--- config.mk ---
export PLATFORM = sky130hd
export DESIGN_NAME = gigatron_input_arbiter
export DESIGN_NICKNAME = d
export VERILOG_FILES = /design/src/rtl/gigatron_input_pkg.sv /design/src/rtl/sync_edge_detect.sv /design/src/rtl/gigatron_input_arbiter.sv
export SDC_FILE = /design/constraint.sdc
export NUM_CORES = 1
export LEC_CHECK = 0
export CAP_MARGIN = 10
export CORE_MARGIN = 4
export CORE_UTILIZATION = 47
export DETAILED_ROUTE_END_ITERATION = 10
export PLACE_DENSITY_LB_ADDON = 0.15
export SYNTH_ARGS = -nofsm -noshare
export SYNTH_HDL_FRONTEND = slang
export SYNTH_SLANG_ARGS = --single-unit
--- constraint.sdc ---
create_clock -name clk_sys -period 1.6 [get_ports clk_sys]
set_input_delay 0.32 -clock clk_sys [delete_from_list [all_inputs] [get_ports clk_sys]]
set_output_delay 0.32 -clock clk_sys [all_outputs]
set_load 0.01 [all_outputs]
--- src/rtl/gigatron_input_pkg.sv ---
// Shared types and constants for the Gigatron Famicom-controller input arbiter.
package gigatron_input_pkg;

   typedef enum logic [1:0] {
      IDLE     = 2'd0,
      KEY_HOLD = 2'd1,
      KEY_GAP  = 2'd2
   } arb_state_e;

   // The Famicom pad is active-low on the wire: all ones means nothing pressed.
   localparam logic [7:0] BUTTONS_IDLE = 8'hFF;

   localparam int BTN_RIGHT  = 0;
   localparam int BTN_LEFT   = 1;
   localparam int BTN_DOWN   = 2;
   localparam int BTN_UP     = 3;
   localparam int BTN_START  = 4;
   localparam int BTN_SELECT = 5;
   localparam int BTN_B      = 6;
   localparam int BTN_A      = 7;

   localparam int FRAME_CNT_W = 4;

   function automatic logic [7:0] joy_to_serial(input logic [7:0] joy);
      return ~joy;
   endfunction

endpackage

--- src/rtl/sync_edge_detect.sv ---
// Two-flop synchronizer for an asynchronous strobe plus a one-cycle rising-edge pulse.
module sync_edge_detect (
   input  logic clk_i,
   input  logic rst_ni,
   input  logic async_i,
   output logic sync_o,
   output logic rise_o
);

   logic meta_q;
   logic sync_q;
   logic hist_q;

   always_ff @(posedge clk_i) begin
      if (!rst_ni) begin
         meta_q <= 1'b0;
         sync_q <= 1'b0;
         hist_q <= 1'b0;
      end else begin
         meta_q <= async_i;
         sync_q <= meta_q;
         hist_q <= sync_q;
      end
   end

   assign sync_o = sync_q;
   assign rise_o = sync_q & ~hist_q;

endmodule

--- src/rtl/gigatron_input_arbiter.sv ---
// Famicom serial-pad emulation shared between the MiSTer joystick and a keyboard
// ASCII stream; each key is presented for HOLD_FRAMES captures, then GAP_FRAMES of idle.
module gigatron_input_arbiter
   import gigatron_input_pkg::*;
#(
   parameter int HOLD_FRAMES = 2,
   parameter int GAP_FRAMES  = 1
) (
   input  logic       clk_sys,
   input  logic       reset_n,
   input  logic [7:0] joy,
   input  logic       kbd_valid,
   input  logic [7:0] kbd_data,
   output logic       kbd_ready,
   input  logic       famicom_latch,
   input  logic       famicom_pulse,
   output logic       famicom_data,
   output logic       kbd_busy
);

   localparam logic [FRAME_CNT_W-1:0] HOLD_INIT = FRAME_CNT_W'(HOLD_FRAMES);
   localparam logic [FRAME_CNT_W-1:0] GAP_INIT  = FRAME_CNT_W'(GAP_FRAMES);
   localparam logic [FRAME_CNT_W-1:0] CNT_ONE   = FRAME_CNT_W'(1);

   logic latch_sync;
   logic latch_rise;
   logic pulse_rise;
   logic pulse_lvl_unused;

   arb_state_e             state_q, state_d;
   logic [7:0]             sh_q, sh_d;
   logic [7:0]             key_q, key_d;
   logic [FRAME_CNT_W-1:0] hold_cnt_q, hold_cnt_d;
   logic [FRAME_CNT_W-1:0] gap_cnt_q, gap_cnt_d;
   logic [7:0]             src_byte;
   logic                   handshake;

   sync_edge_detect u_latch_sync (
      .clk_i  (clk_sys),
      .rst_ni (reset_n),
      .async_i(famicom_latch),
      .sync_o (latch_sync),
      .rise_o (latch_rise)
   );

   sync_edge_detect u_pulse_sync (
      .clk_i  (clk_sys),
      .rst_ni (reset_n),
      .async_i(famicom_pulse),
      .sync_o (pulse_lvl_unused),
      .rise_o (pulse_rise)
   );

   assign kbd_ready    = reset_n && (state_q == IDLE);
   assign kbd_busy     = reset_n && (state_q != IDLE);
   assign famicom_data = sh_q[7];
   assign handshake    = kbd_valid && kbd_ready;

   always_comb begin
      src_byte = BUTTONS_IDLE;
      case (state_q)
         IDLE:     src_byte = joy_to_serial(joy);
         KEY_HOLD: src_byte = key_q;
         default:  src_byte = BUTTONS_IDLE;
      endcase
   end

   always_comb begin
      state_d    = state_q;
      sh_d       = sh_q;
      key_d      = key_q;
      hold_cnt_d = hold_cnt_q;
      gap_cnt_d  = gap_cnt_q;

      // A latch edge always reloads; clocks are only honoured once the latch is low.
      if (latch_rise) begin
         sh_d = src_byte;
      end else if (pulse_rise && !latch_sync) begin
         sh_d = {sh_q[6:0], 1'b1};
      end

      case (state_q)
         IDLE: begin
            if (handshake) begin
               key_d      = kbd_data;
               hold_cnt_d = HOLD_INIT;
               state_d    = KEY_HOLD;
            end
         end
         KEY_HOLD: begin
            if (latch_rise) begin
               hold_cnt_d = hold_cnt_q - CNT_ONE;
               if (hold_cnt_q <= CNT_ONE) begin
                  hold_cnt_d = '0;
                  gap_cnt_d  = GAP_INIT;
                  state_d    = KEY_GAP;
               end
            end
         end
         KEY_GAP: begin
            if (latch_rise) begin
               gap_cnt_d = gap_cnt_q - CNT_ONE;
               if (gap_cnt_q <= CNT_ONE) begin
                  gap_cnt_d = '0;
                  state_d   = IDLE;
               end
            end
         end
         default: state_d = IDLE;
      endcase
   end

   always_ff @(posedge clk_sys) begin
      if (!reset_n) begin
         state_q    <= IDLE;
         sh_q       <= BUTTONS_IDLE;
         hold_cnt_q <= '0;
         gap_cnt_q  <= '0;
      end else begin
         state_q    <= state_d;
         sh_q       <= sh_d;
         hold_cnt_q <= hold_cnt_d;
         gap_cnt_q  <= gap_cnt_d;
      end
   end

   // The key byte is only meaningful outside IDLE, so it needs no reset.
   always_ff @(posedge clk_sys) begin
      key_q <= key_d;
   end

endmodule

* Yosys cells after proc, flatten, opt, wreduce, memory -nomap -nowiden
Cells that the tools add are included.
** Word-level totals
- Output and inout port bits :: 3
- Register bits after elaboration :: 32
- Input bits :: 21
** Cells by class
- $lt $le $gt $ge :: 2
- Add/sub/neg operators :: 2
- Bitwise logic cells :: 5
- Equal/unequal tests :: 7
- Reductions and logical operators :: 14
- Muxes and demuxes :: 18
** Operator list (number)
- 4-bit two-way mux :: 7
- 8-bit two-way mux :: 2
- 4-bit one-hot mux with 2 select lines :: 2
- 8-bit one-hot mux with 2 select lines :: 1
- 2-bit two-way mux :: 5
- 2-bit != test (second input constant) :: 5
- 4-bit by 1-bit <= comparator with 1-bit output (second input constant) :: 2
- 8-bit NOT :: 1
- 2-bit nonzero test :: 4
- 4-bit by 1-bit subtractor with 4-bit output (second input constant) :: 2
- 2-bit one-hot mux with 3 select lines :: 1
- 5-bit AND reduction :: 1
- 1-bit logical AND :: 4
- 4-bit AND reduction :: 1
- 3-bit AND reduction :: 1
- 1-bit bitwise AND :: 2
- 2-bit by 1-bit equality test with 1-bit output (second input constant) :: 1
- 2-bit equality test (second input constant) :: 1
- 2-bit logical NOT :: 1
- 1-bit NOT :: 2
- 2-bit AND reduction :: 1
- 1-bit logical NOT :: 1

* Depth between registers and ports, before layout
- Depth in word-level cells :: 5
- Mapped depth :: 6
- Mapped depth without buffers :: 6

* Modules after synthesis
Synthesis repeated with hierarchy kept, for this count alone.
** Second synthesis, totals
- Cell total of the unflattened synthesis :: 159
- Area total of the unflattened synthesis :: 1524.0 sq um
** By module, submodules not included
- gigatron_input_arbiter :: seq. area each 600.6 sq um, area an instance 1338.8 sq um, times used 1, cells an instance 145
- sync_edge_detect :: seq. area each 60.1 sq um, area an instance 92.6 sq um, times used 2, cells an instance 7

* Worst setup path before layout
OpenSTA, ideal clock, no wires.
- Path type :: register -> register
- From :: register hold_cnt_q[0]
- To :: register gap_cnt_q[0]
- Library setup time :: 0.122 ns
- Required time :: 1.478 ns
- Slack :: 0.136 ns
- Arrival time :: 1.342 ns
- Stages on the path, launching flop included :: 6
- Cells stage by stage :: dfxtp_1 -> inv_1 -> ha_1 -> or2_4 -> and3_1 -> o311a_1
** Between the ends
- Longest elaborated chain between the ends :: 3
** Ends and longest elaborated chain
- from (decl) :: line gigatron_input_arbiter.sv:33 : logic [FRAME_CNT_W-1:0] hold_cnt_q, hold_cnt_d;
- from (signal assigned) :: line gigatron_input_arbiter.sv:122 : hold_cnt_q <= hold_cnt_d;
- 4-bit by 1-bit <= comparator with 1-bit output :: line gigatron_input_arbiter.sv:93 : if (hold_cnt_q <= CNT_ONE) begin
- 2-bit != test (no source line)
- 4-bit AND reduction (no source line)
- to (signal assigned) :: line gigatron_input_arbiter.sv:123 : gap_cnt_q <= gap_cnt_d;
- to (decl) :: line gigatron_input_arbiter.sv:34 : logic [FRAME_CNT_W-1:0] gap_cnt_q, gap_cnt_d;
Every way passes these cells.
A chain may end at the register's enable or synchronous reset.

* Final worst setup path
- From :: register hold_cnt_q[1]
- To :: register gap_cnt_q[3]
The elaborated chain is that of the path after synthesis.

==> key figures <==
Run status
  • Status: finished clean

Min path
  • Hold Crit Endpoint: u_latch_sync.sync_o$_SDFF_PN0_
  • Hold_sp: u_latch_sync.meta_q$_SDFF_PN0_
  • Hold Path Stages: 1
  • Worst min path class: flop to flop

Route
  • Wire per inst: 14.5 µm
  • Vias per inst: 5.34
  • Drt pass-1 iters: 4
  • Final antenna-violating net count: 0
  • First DRT Iteration DRCs: between 90 and 100
  • Routed WL: 3370 µm
  • DR vias: 1238
  • DRC errors left: 0

Critical path
  • Reg2reg setup slack: 60 ps
  • Worst Setup End Kind: flop
  • Reg2reg start: hold_cnt_q[1]$_SDFFE_PN0P_
  • Reg2Reg Depth: 6
  • Data required, critical path: 1820 ps
  • Crit path launch type: flop
  • Path type of the worst setup path: flop to flop
  • CP arrival: around 1800 ps
  • Reg-to-reg endpoint: gap_cnt_q[3]$_SDFFE_PN0P_
  • Worst Path Max Fanout: 6

Yosys
  • Synth Area in Simple Gates: 0.185
  • Largest area contributor in the netlist: dfxtp_1
  • Post-synthesis compound-gate area fraction: 0.180
  • Flops & latches, synth: 32
  • Largest family of logic cells by synthesized area: simple AND/OR/NAND/NOR gates
  • Post-synthesis sequential area ratio: 0.462
  • Avg Inst Size Synth: a little over 10 µm²
  • Ys Warns: 0
  • Ys flop type: dfxtp_1
  • Fraction of registers with async set or reset after synthesis: 0
  • Synth unique cells: 41
  • Top-area cell type share of the netlist area: 0.308
  • Mapped Area: 0.00156 mm²
  • Adder-cell share of the synthesized area: 0.0321
  • Top cells by area, synth: dfxtp_1 (31%), edfxtp_1 (15%), mux2i_1 (6.4%)
  • Mapped Nets: between 150 and 200
  • Mapped Cells: 153
  • Post-Synth XOR/XNOR Area: 0.0168
  • Multiplexer area fraction after synthesis: 0.0642
  • EDFF count, synth: 8

Cells and area
  • Core Util, Final: 0.650
  • Nets: roughly 210
  • N_diodes: 0
  • Area grow syn2layout: 29.4%
  • Layout cell share with drive strength beyond 1: 0.213
  • Commonest cells after routing, fill and taps aside: dfxtp_1 (20), clkdlybuf4s50_1 (20), inv_1 (11), buf_4 (11), nand2_1 (10)
  • Finished Layout Cells: about 230

Power
  • Pwr Density: approximately 900 mW/mm²
  • IR Drop Worst-Case VDD: between 0.6 and 0.7 mV
  • P_leak: 0.816 nW

Timing
  • Final setup fails: 0
  • Final period util: 0.962
  • Final Hold Viols: 0
  • Max Slew Vio Count: 0
  • Fin Clk Skew: about 12 ps
  • Slew @ Worst Pin: ~480 ps
  • Final Critical Period: 1540 ps
  • Slew margin rel.: 0.681
  • Highest Clock Rate: 650 MHz

Floorplanning
  • # rows: 20
  • Die area: about 0.0043 mm²
  • Die Span Y: 65.6 µm
  • Std-Cell Core Area: 0.00310 mm²
  • Starting Density: 0.503
  • # IOs: 24
  • DIE WIDTH: roughly 66 µm

GRT
  • GRT Resource Usage Total: 0.167
  • Number of global-route vias before repair: between 1000 and 1500
  • Largest net degree at the start of global routing: 16
  • First-pass GRT wire length: 5530 µm
  • Initial antenna violation count: 0
  • Remaining Overflow, GRT: 0

Clock network
  • Clk buf depth: 2
  • CTS tree: yes
  • CTS Buf Count: 5
  • Worst skew pair latency: about 320 ps
  • H-Tree Depth: 2
  • Clock transition at path regs: ~100 ps
  • Clock root buffer master: clkbuf_4
  • Clk sink count: 32

Placement
  • GP Congestion: 0.817
  • Placed Cells incl. Taps: 222
  • DP HPWL: 2480 µm
  • Port bufs: 23

Flow run
  • Maxcap violations: 0
## cells in the mapped netlist (2+ instances only)
cell	number
o21a_1	3
and3_1	2
a31oi_1	3
clkbuf_1	2
o311a_1	2
ha_1	4
o211ai_1	7
buf_2	6
o21ai_1	3
mux2i_1	10
nor3_1	3
nor2b_1	3
xor2_1	2
and2_1	7
nor2_1	6
edfxtp_1	8
o21ai_0	5
nand2_1	10
inv_1	12
o22ai_1	7
nor2_2	2
a41oi_1	2
nor3_2	2
dfxtp_1	24
nand2b_1	2
## logic make-up (layout without fill, tap and decap cells)
| logic type | after synthesis | count (layout) |
|---|---|---|
| adders and majority gates | 4 | 4 |
| DFF | 32 | 32 |
| and+or+nand+nor | 45 | 45 |
| muxes | 10 | 10 |
| buffers and inverters | 21 | 56 |
| AOI/OAI and AO/OA | 38 | 38 |
| xor gates and xnor gates | 3 | 3 |
## power by group
group | switching [mW] | internal (mW)
Clock | 0.262 | 0.327
Sequential | 0.0293 | 0.872
Combinational | 0.147 | 0.169
## sequential cells by signal, indices dropped and copies added, names as in the netlist
register and flops:
key_q 8, u_latch_sync.sync_o 1, u_pulse_sync.hist_q 1, u_latch_sync.hist_q 1
state_q 2, hold_cnt_q 4, u_pulse_sync.meta_q 1, u_latch_sync.meta_q 1
sh_q 8, gap_cnt_q 4, u_pulse_sync.sync_o 1
## what timing repair did
item / in CTS / in global routing
resized for setup: 6 / 12
setup endpoints to repair: 2 / 6
hold buffers: 0 / 0
endpoints found under the hold margin: 0 / 0
pin swaps: 0 / 6
buffers inserted: 0 / 2
## area by class of cell
class                           instances  area, µm²
Multi-Input combinational cell        100        777
Clock buffer                            6       41.3
Sequential cell                        32        728
Inverter                               12       45.0
Timing Repair Buffer                   36        337
Fill cell                             268       1080
Tap cell                               44       55.1
Clock inverter                          2       35.0
## worst max-delay path, stage by stage, from the launching register on
cell and delay (ps):
dfxtp_2 350, inv_1 90, ha_2 190, or2_4 260, a31oi_4 230, mux2i_1 240, nor3_2 60
## worst max-delay path by stage
stage                               start                        end  slack, ps  depth (start not counted)
2_1_floorplan  hold_cnt_q[0]$_SDFFE_PN0P_  gap_cnt_q[0]$_SDFFE_PN0P_        140                          5
3_3_place_gp                      reset_n                  kbd_ready       -360                          4
3_5_place_dp                      reset_n                  kbd_ready       -350                          4
4_1_cts        hold_cnt_q[0]$_SDFFE_PN0P_  gap_cnt_q[2]$_SDFFE_PN0P_        0.1                          6
5_1_grt        hold_cnt_q[1]$_SDFFE_PN0P_  gap_cnt_q[3]$_SDFFE_PN0P_        -30                          6
6_report       hold_cnt_q[1]$_SDFFE_PN0P_  gap_cnt_q[3]$_SDFFE_PN0P_         60                          6
## metrics by stage
step           cell area [µm²]  total power, mW  setup WS [ps]  setup TNS, ps  hold WS [ps]
2_1_floorplan             1560             1.09            136              0           412
3_3_place_gp              1890             1.20           -360          -3210           421
3_5_place_dp              1890             1.22           -351          -3450           424
4_1_cts                   1970             1.81          0.107              0           446
5_1_grt                   2020             1.90          -33.8          -61.4           459
6_report                  2020             1.81           60.9              0           439
## per-layer routing
| layer | share of wire | global-route usage |
|---|---|---|
| met5 | 0 | 0 |
| met2 | 0.48 | 0.264 |
| met3 | 0.039 | 0.0581 |
| met1 | 0.46 | 0.211 |
| met4 | 0.014 | 0.0570 |
Note: power is estimated with default switching activity, not from simulation.
